File: config.mk
export PLATFORM = sky130hd
export DESIGN_NAME = fetch_unit
export DESIGN_NICKNAME = d
export VERILOG_FILES = /design/src/rtl/fetch_unit.sv
export SDC_FILE = /design/constraint.sdc
export NUM_CORES = 1
export LEC_CHECK = 0
export CORE_MARGIN = 2
export CORE_UTILIZATION = 40
export CTS_BUF_LIST = sky130_fd_sc_hd__clkbuf_8
export DETAILED_ROUTE_END_ITERATION = 10
export PLACE_DENSITY = 0.76
export SLEW_MARGIN = 20
export SYNTH_ARGS = -nofsm -noshare
export SYNTH_HDL_FRONTEND = slang
export SYNTH_SLANG_ARGS = --single-unit
File: constraint.sdc
create_clock -name clk -period 5.75 [get_ports clk]
set_input_delay 1.15 -clock clk [delete_from_list [all_inputs] [get_ports clk]]
set_output_delay 1.15 -clock clk [all_outputs]
set_load 0.03 [all_outputs]
File: src/rtl/fetch_unit.sv
// fetch_unit: PC register, IF/ID pipeline latch and halt-on-JMP-(-1) detection.
// Define FETCH_JMP_PREDECODE_EN to redirect unconditional JMPs in fetch instead of passing them on.
module fetch_unit #(
    parameter logic [31:0] RESET_PC  = 32'd0,
    parameter logic [31:0] HALT_WORD = 32'hA800FFFF
) (
    input  logic        clk,
    input  logic        rst,
    input  logic [31:0] Instruction,
    input  logic        stall,
    input  logic        branch_taken,
    input  logic [31:0] branch_target,
    output logic [31:0] PC,
    output logic [31:0] IF_ID_Instruction,
    output logic [31:0] IF_ID_PC_plus4,
    output logic        IF_ID_valid,
    output logic        halted
);
    typedef enum logic {FETCH, HALT} state_t;
    state_t state;
    logic [31:0] pc_plus4;
    logic [31:0] next_pc;
    logic        is_jmp;
    assign pc_plus4 = PC + 32'd4;
`ifdef FETCH_JMP_PREDECODE_EN
    assign is_jmp  = Instruction[31:26] == 6'b101010;
    assign next_pc = is_jmp ? pc_plus4 + {{14{Instruction[15]}}, Instruction[15:0], 2'b00} : pc_plus4;
`else
    assign is_jmp  = 1'b0;
    assign next_pc = pc_plus4;
`endif
    always_ff @(posedge clk) begin
        if (rst) begin
            state             <= FETCH;
            PC                <= RESET_PC;
            IF_ID_Instruction <= 32'd0;
            IF_ID_PC_plus4    <= 32'd0;
            IF_ID_valid       <= 1'b0;
            halted            <= 1'b0;
        end else if (state == FETCH) begin
            if (branch_taken) begin
                PC                <= branch_target & 32'hFFFF_FFFC;
                IF_ID_Instruction <= 32'd0;
                IF_ID_valid       <= 1'b0;
            end else if (Instruction == HALT_WORD && !stall) begin
                // PC is left on the halt word so a debugger sees where fetch stopped
                state             <= HALT;
                halted            <= 1'b1;
                IF_ID_Instruction <= 32'd0;
                IF_ID_valid       <= 1'b0;
            end else if (!stall) begin
                PC                <= next_pc;
                IF_ID_Instruction <= is_jmp ? 32'd0 : Instruction;
                IF_ID_PC_plus4    <= pc_plus4;
                IF_ID_valid       <= !is_jmp;
            end
        end
    end
endmodule

==> results.md, run 1 <==
- Status: complete, no violations
- Layout Nets: 729
- Crit path capture type: flop
- Routed len/inst: 18.0 um
- Area share of the largest cell type after synthesis: around two fifths
- Sw Share: 30.3%
- Synth area leader: dfxtp_1
- Mapped Area: 4690 sq um
- Most frequent cells in the layout: clkdlybuf4s50_1 (157), dfxtp_1 (95), nor2_1 (82)
- Required @ worst endpoint: slightly above 6 ns
- Met1 Wirelength: 6.10 mm
- Met3 WL: 1.39 mm
- Layout area overhead: 36.9%
- Yosys cell types: 67
- Final Cycle Share: 64.9%
- Die W: around 110 um
- Pre-CTS setup slack: between 1.5 and 2 ns
- # hold bufs at CTS: 0
- Htree depth: 3
- CTS sink count: 95
- Reg power frac: between 40 and 50%
- Residual DRC: 0
- Via-per-instance ratio: 5.82
- # Max-Cap Violations: 0
- Worst hold slack: around 0.48 ns
- R2R Setup Slk: 3.39 ns
- LEAKAGE: 2.14 nW
- Antenna violations before repair: 0
- Peak Freq: roughly 0.27 GHz
- Ys flop type: dfxtp_1
- Setup ws final: 2.02 ns
- Fillers: ~1,100
- Rel. slew slack: 27.8%
- Hold Path Stages: 2
- Via count: 4,697
- Antenna viol nets, final: 0
- First-pass GRT wire length: around 23 mm
- Reg2Reg Launch Point: PC[2]
- Slew @ Worst Pin: 1.08 ns
- Clk Latency, worst-skew pair: 0.37 ns
- Starting Density: 41.1%
- Hold_sp: IF_ID_PC_plus4[30]
- Synth area leaders: dfxtp_1 (41%), a22oi_1 (7.4%), nor2_1 (6.6%), a211oi_1 (3.2%), nand2_1 (2.7%)
- Commonest non-fill, non-tap cell in the layout: clkdlybuf4s50_1
- Final std cells w/o fill: just over 800
- Die area: 12,600 sq um
- Logic pwr share: 21.7%
- CTS Buffer Depth: 2
- CP arrival: 4.03 ns
- Slew Viols, Final: 0
- Critical path class: input port to flop
- Port-buffer cells: 159
- Seq cells post-synth: between 90 and 100
- 1st-iter DRT viols: 330
- Internal cell power: 1.05 mW
- R2R cell count: 6
- Worst-path fanout max: 57
- Metal2 WL: between 6 and 7 mm
- GR Util All Layers: 22.7%
- Diode count: 0
- CP startpoint kind: input port
- Power consumption: 1.50 mW
- Reg2Reg Capture Point: PC[22]
- RSZ-0062 raised after global routing: no
- Max layer used: met4
- Vias in the first global route: 4,700
- P_sw: 0.456 mW
- # rows: 39
- Final GP Congestion: 0.884
- Hold EP: IF_ID_PC_plus4[30]
- Post-synth ARST share: 0%
- Core Footprint: around 11,000 sq um
- Post CTS Setup Buffer Count: 0
- Placed cells: between 700 and 800
- Syn Area/Cell: 8.69 sq um
- Final Skew: 0.00732 ns
- Reg clk slew, reported paths: approximately 0.090 ns
- Total grt overflow: 0
- TritonCTS Buffers: 9
- Pin count of the biggest net entering global routing: a little under 90
- Cells after synthesis: 540
- Die Height: 112 um
- WL final: around 15 mm
- Setup TNS: 0 ns
- I/O pin count: between 150 and 200
- PD cells: 234 nW/um^2
- CTS resizes: 0
- CTS root buf: clkbuf_8
- Dpl hpwl: 9.94 mm
- CTS tree: done
- Layout cells sized above 1: approximately 6.2%
- Pre-antenna DRT Iters: 5
- Final Hold Fails: 0
- Register area share after synthesis: 40.5%
- Tmin final: 3.73 ns
- Synth Warn #: 0
- Hold Crit Class: flop to flop
- Clock share of power: between 20 and 30%
- Worst VDD drop: around 0.00014 V
- Setup Viol. Count Final: 0
- Post-synth EDFFs: 0
power by group through the flow:
stage	sequential, mW	combinational [mW]	clock (mW)
floorplan	0.799	0.127	0
CTS	0.729	0.326	0.461
global route	0.735	0.348	0.486
finish	0.729	0.326	0.448
global placement	0.742	0.321	0
detailed placement	0.744	0.325	0
sequential cells by signal (all words and copies together), names as in the netlist:
signal,flops
IF_ID_valid,1
PC,30
IF_ID_PC_plus4,30
state,1
halted,1
IF_ID_Instruction,32
worst max-delay path: stages:
cell and delay, ns:
buf_2 0.79, inv_1 0.70, a21o_1 0.71, a211o_1 0.50, o21ai_0 0.16
per-layer routing:
| layer | up-vias | GRT usage, % |
|---|---|---|
| met5 | - | 0 |
| met4 | 0 | 8.21 |
| met3 | 22 | 8.15 |
| met2 | 206 | 36.9 |
| met1 | 2225 | 28.0 |
| li1 | 2244 | - |
how the worst max path moves through the flow:
stage | start | end | slack, ns | depth (start not counted)
4_1_cts | Instruction[29] | PC[31] | 2.00 | 6
6_report | branch_taken | PC[20] | 2.02 | 5
3_3_place_gp | Instruction[29] | PC[21] | 1.68 | 6
3_5_place_dp | Instruction[29] | PC[31] | 1.63 | 6
5_1_grt | branch_taken | PC[20] | 1.77 | 5
2_1_floorplan | Instruction[29] | IF_ID_PC_plus4[13] | 3.17 | 6
cell usage after synthesis, types with 3 or more instances:
cell / count
o21a_1: 3
inv_1: 6
o22ai_1: 3
a211oi_2: 3
buf_1: 3
and3_1: 3
clkbuf_1: 31
a22oi_1: 46
nand2_1: 34
xnor2_1: 12
o32ai_1: 14
a21oi_1: 15
o31a_1: 7
buf_2: 11
nor3_1: 14
nand3_1: 9
o211ai_1: 3
nor4_1: 9
nor2_1: 82
a32o_1: 5
nand4_1: 14
o22a_1: 3
o21ai_0: 8
buf_4: 11
a211oi_1: 20
xor2_1: 12
o41ai_1: 3
mux2i_1: 3
and4_1: 5
and2_1: 5
dfxtp_1: 95
nand2b_1: 3
cells by family after synthesis:
| logic type | count (synthesis) | synth area share, % |
|---|---|---|
| xor gates and xnor gates | 24 | 4.48 |
| buffers and inverters | 63 | 6.42 |
| other | 1 | 0.0799 |
| muxes | 3 | 0.640 |
| and+or+nand+nor | 199 | 22.1 |
| adders and majority gates | 1 | 0.267 |
| AOI/OAI and AO/OA | 154 | 25.5 |
| DFF | 95 | 40.5 |
final cells by class:
type / count / area (sq um) / area share [%]
inverter: 6 / 22.5 / 0.351
clock buffer: 10 / 138 / 2.14
sequential: 95 / 1900 / 29.6
tap: 143 / 179 / 2.78
multi-input combinational: 385 / 2500 / 38.9
clock inverter: 5 / 58.8 / 0.915
timing repair buffer: 163 / 1620 / 25.3
through the flow:
step	instance area (sq um)	utilization [%]
2_1_floorplan	4700	-
3_3_place_gp	6230	54.5
3_5_place_dp	6230	54.5
4_1_cts	6420	56.3
5_1_grt	6420	56.3
6_report	6420	56.3
No activity file was read; power rests on OpenSTA's default activity.
==> run 2: changes to the inputs <==
- clock period: 5.75 -> 3.91 ns (I/O delays scaled with it)
==> results.md, run 2 (synthesized netlist as in run 1, its figures left out) <==
- Die area: between 10,000 and 15,000 sq um
- Pin count of the biggest net entering global routing: 88
- Setup Viol. Count Final: 0
- Peak Freq: roughly 0.35 GHz
- # Max-Cap Violations: 0
- Setup TNS: 0 ns
- Residual DRC: 0
- Required @ worst endpoint: 4.18 ns
- Most frequent cells in the layout: clkdlybuf4s50_1 (157), dfxtp_1 (95), nor2_1 (82)
- Maximum single-stage delay on the critical path: 0.47 ns
- Final Hold Fails: 0
- CTS Buffer Depth: 2
- Crit path capture type: flop
- Setup ws final: 1.03 ns
- Clock share of power: 32.0%
- WL final: 14.8 mm
- CTS resizes: 0
- Core Footprint: 11,400 sq um
- Tmin final: 2.88 ns
- Top cell family by delay on the critical path: simple AND/OR/NAND/NOR gates
- Antenna viol nets, final: 0
- PD cells: approximately 350 nW/um^2
- Layout Nets: 735
- CP arrival: 3.14 ns
- CTS sink count: 95
- Slew @ Worst Pin: 1.05 ns
- Vias in the first global route: 4,751
- Rel. slew slack: 30.2%
- I/O pin count: ~170
- Commonest non-fill, non-tap cell in the layout: clkdlybuf4s50_1
- Via count: between 4,000 and 5,000
- Diode count: 0
- Top Registers: IF_ID_Instruction (32), IF_ID_PC_plus4 (30), PC (30)
- Placed cells: 798
- Slew Viols, Final: 0
- Layout cells sized above 1: under 10%
- Via-per-instance ratio: roughly 5.8
- Die Height: between 100 and 150 um
- Routed len/inst: 18.1 um
- Status: complete, no violations
- Biggest register: IF_ID_Instruction
- Pre-antenna DRT Iters: 5
- # rows: 39
- # hold bufs at CTS: 0
- Total grt overflow: 0
- Starting Density: about 41%
- Internal cell power: about 1.6 mW
- Logic pwr share: 21.1%
- Final std cells w/o fill: 814
- Reg clk slew, reported paths: 0.10 ns
- Final Skew: 0.00975 ns
- Sw Share: 30.2%
- Post CTS Setup Buffer Count: 0
- Htree depth: 3
- TritonCTS Buffers: 9
- GR Util All Layers: between 20% and 30%
- Port-buffer cells: 159
- Critical-path cell list: clkdlybuf4s50_1 -> nor4bb_1 -> and4_1 -> a211o_1 -> nand2_1 -> a32o_1
- Hold Crit Class: flop to flop
- Reg power frac: a little under half
- Dpl hpwl: 10.4 mm
- Number of flip-flops in the largest register: 32
- Die W: 112 um
- CTS root buf: clkbuf_8
- Final Util: 56.9%
- Clk Latency, worst-skew pair: 0.37 ns
- RSZ-0062 raised after global routing: no
- Layout area overhead: 38.4%
- Final Cycle Share: 73.6%
- Power consumption: 2.29 mW
- First-pass GRT wire length: 23.9 mm
- CP startpoint kind: input port
- Worst VDD drop: roughly 0.00021 V
- Worst-path fanout max: 10
- LEAKAGE: roughly 2.2 nW
- WP buf/inv: 1
- CP max-delay cell: clkdlybuf4s50_1
- CTS tree: done
- Antenna violations before repair: 0
- Critical path class: input port to flop
- 1st-iter DRT viols: 230
- Pre-CTS setup slack: 0.600 ns
- Final GP Congestion: 0.911
- P_sw: a little under 0.7 mW
-- run 2: cell count changes in the layout (fill, tap and decap cells not counted) --
cell        previous run  this run
buf_4                  3         9
bufinv_16              1         2
clkbuf_8              10         9
clkinv_2               1         0
clkinv_4               1         2
clkinvlp_4             2         1
inv_1                  6         7
inv_6                  0         1
-- run 2: final cells by class --
class / count / area [sq um]
Fill cell: 1046 / 4920
Timing Repair Buffer: 169 / 1670
Tap cell: 143 / 179
Multi-Input combinational cell: 385 / 2500
Clock buffer: 9 / 124
Inverter: 6 / 22.5
Sequential cell: 95 / 1900
Clock inverter: 7 / 97.6
-- run 2: worst paths after layout --
check                      from            endpoint  slack (ns)  cells after the start
min          IF_ID_PC_plus4[19]  IF_ID_PC_plus4[19]        0.49                      2
min reg2reg  IF_ID_PC_plus4[19]  IF_ID_PC_plus4[19]        0.49                      2
max reg2reg               PC[2]              PC[22]        1.51                      6
max             Instruction[29]              PC[21]        1.03                      6
-- run 2: routing by layer --
| metal | share of wire (%) | up-vias | track usage (%) |
|---|---|---|---|
| met4 | 2.2 | 0 | 8.86 |
| met1 | 42 | 2250 | 28.7 |
| met2 | 47 | 212 | 37.4 |
| li1 | - | 2249 | - |
| met5 | 0 | - | 0 |
| met3 | 9.3 | 27 | 7.40 |
-- run 2: worst register-to-register path: stages (launching register included) --
cell	delay, ns
dfxtp_1	0.47
ha_1	0.28
and2_1	0.40
nand3_4	0.16
or4_4	0.55
o31a_1	0.27
o32ai_2	0.19
-- run 2: through the flow --
stage	hold WS, ns	instance area, sq um
after floorplan	0.599	4700
after global placement	0.459	6270
after detailed placement	0.474	6270
after CTS	0.490	6490
after global routing	0.520	6490
final	0.487	6490
-- run 2: power by group through the flow --
stage	sequential, mW	clock, mW	combinational [mW]
5_1_grt	1.08	0.792	0.514
3_5_place_dp	1.09	0	0.483
6_report	1.07	0.732	0.483
2_1_floorplan	1.18	0	0.186
4_1_cts	1.07	0.749	0.484
3_3_place_gp	1.09	0	0.476
==> run 3: changes to the inputs <==
- clock period: 3.91 -> 2.79 ns (I/O delays scaled with it)
==> results.md, run 3 (synthesized netlist as in run 1, its figures left out) <==
- Layout cells sized above 1: 8.64%
- R2R Setup Slk: 0.62 ns
- Reg power frac: between 40% and 50%
- # hold bufs at CTS: 0
- R2R cell count: 5
- Critical Path End: PC[21]
- Top Registers: IF_ID_Instruction (32), IF_ID_PC_plus4 (30), PC (30)
- Clock share of power: 31.5%
- Sw Share: 29.4%
- CTS Buffer Depth: 2
- Setup Viol. Count Final: 0
- CP arrival: 2.73 ns
- RSZ-0062 raised after global routing: no
- Final Hold Fails: 0
- Diode count: 0
- Pin count of the biggest net entering global routing: 88
- Biggest register: IF_ID_Instruction
- Required @ worst endpoint: 3.05 ns
- Hold Path Stages: 2
- Reg2Reg Launch Point: PC[11]
- TritonCTS Buffers: 9
- Post CTS Setup Buffer Count: 0
- Residual DRC: 0
- Antenna viol nets, final: 0
- Setup ws final: approximately 0.33 ns
- Port-buffer cells: 159
- Final Skew: ~0.013 ns
- I/O pin count: 166
- Via count: approximately 4,800
- Status: complete, no violations
- # Max-Cap Violations: 0
- Slew Viols, Final: 0
- Rel. slew slack: 33.8%
- CTS sink count: 95
- WP buf/inv: 2
- Critical-path cell list: clkdlybuf4s50_1 -> nor4bb_1 -> buf_4 -> and4_1 -> a211o_1 -> nand2_1 -> a32o_1
- Final std cells w/o fill: roughly 830
- 1st-iter DRT viols: 353
- Crit path capture type: flop
- PD cells: 486 nW/um^2
- Maximum single-stage delay on the critical path: 0.47 ns
- Die area: between 10,000 and 15,000 sq um
- Placed cells: approximately 800
- Reg2Reg Capture Point: PC[21]
- Dpl hpwl: 10.5 mm
- CTS tree: done
- Worst-path fanout max: 7
- P_sw: approximately 0.94 mW
- First-pass GRT wire length: 23.8 mm
- Pre-CTS setup slack: -0.121 ns
- Commonest non-fill, non-tap cell in the layout: clkdlybuf4s50_1
- Core Footprint: 11,400 sq um
- Vias in the first global route: 4,587
- Pre-antenna DRT Iters: 6
- Final Cycle Share: 88.2%
- Routed len/inst: 17.8 um
- Total grt overflow: 0
- LEAKAGE: roughly 2.3 nW
- Worst hold slack: between 0.4 and 0.5 ns
- Number of flip-flops in the largest register: 32
- Top cell family by delay on the critical path: simple AND/OR/NAND/NOR gates
- Tmin final: between 2 and 2.5 ns
- Layout area overhead: 40.5%
- Via-per-instance ratio: about 5.8
- Layout Nets: between 700 and 800
- Hold Crit Class: flop to flop
- Logic pwr share: a little over a fifth
- Critical path class: input port to flop
- CTS root buf: clkbuf_8
- Cell depth of the worst setup path: 7
- Reg clk slew, reported paths: 0.09 ns
- Internal cell power: between 2 and 2.5 mW
- Worst Setup SP: Instruction[29]
- Clk Latency, worst-skew pair: about 0.37 ns
- Hold_sp: IF_ID_PC_plus4[31]
- CP startpoint kind: input port
- CP max-delay cell: clkdlybuf4s50_1
- CTS resizes: 0
- Final GP Congestion: 0.921
- Antenna violations before repair: 1
- Sequential cell area: 1900 sq um
- Most frequent cells in the layout: clkdlybuf4s50_1 (157), dfxtp_1 (95), nor2_1 (82)
- Worst VDD drop: 0.000277 V
- Fillers: 1,030
- Starting Density: 41.1%
- WL final: about 15 mm
- Slew @ Worst Pin: 0.993 ns
- # rows: 39
- Die Height: 112 um
- Die W: 112 um
- GR Util All Layers: between 20% and 30%
- Multi-input logic area: about 2500 sq um
- Peak Freq: 0.406 GHz
- Htree depth: 3
- Power consumption: 3.20 mW
run 3: cell count changes in the layout (fill, tap and decap cells not counted), sizes merged:
| cell | before | now |
|---|---|---|
| inv | 8 | 7 |
| clkinvlp | 1 | 0 |
| buf | 12 | 25 |
| clkbuf | 9 | 10 |
run 3: worst min-delay path by stage:
stage / endpoint / slack, ns
2_1_floorplan: IF_ID_PC_plus4[19] / 0.60
3_5_place_dp: halted / 0.47
3_3_place_gp: halted / 0.46
5_1_grt: IF_ID_PC_plus4[31] / 0.52
4_1_cts: IF_ID_PC_plus4[31] / 0.49
6_report: IF_ID_PC_plus4[31] / 0.48
run 3: tightest hold or removal path, delay by kind of cell, from the launching register on:
kind,cells,cell delay (ns)
AOI/OAI and AO/OA,1,0.06
DFF,1,0.32
and+or+nand+nor,1,0.06
run 3: layout make-up:
type                       count  share of cell area [%]
timing repair buffer         182                    27.0
clock buffer                  10                    2.09
clock inverter                 5                    1.12
multi-input combinational    385                    37.9
inverter                       6                   0.341
tap                          143                    2.71
sequential                    95                    28.8
run 3: power by group through the flow:
stage,clock [mW],combinational (mW),sequential [mW]
after floorplan,0,0.261,1.65
after global placement,0,0.685,1.53
after detailed placement,0,0.694,1.53
after CTS,1.02,0.696,1.50
after global routing,1.08,0.742,1.51
final,1.01,0.695,1.50
run 3: through the flow:
| step | cell area [sq um] | util, % | setup TNS [ns] |
|---|---|---|---|
| 2_1_floorplan | 4700 | - | 0 |
| 3_3_place_gp | 6380 | 55.9 | -2.65 |
| 4_1_cts | 6600 | 57.8 | 0 |
| 6_report | 6600 | 57.8 | 0 |
| 3_5_place_dp | 6380 | 55.9 | -3.24 |
| 5_1_grt | 6600 | 57.8 | 0 |
run 3: layer usage:
layer / wire length [um] / track usage [%]
met5: 11 / 0
met4: 337 / 8.70
met3: 1350 / 7.51
met2: 6870 / 37.3
met1: 6140 / 29.1
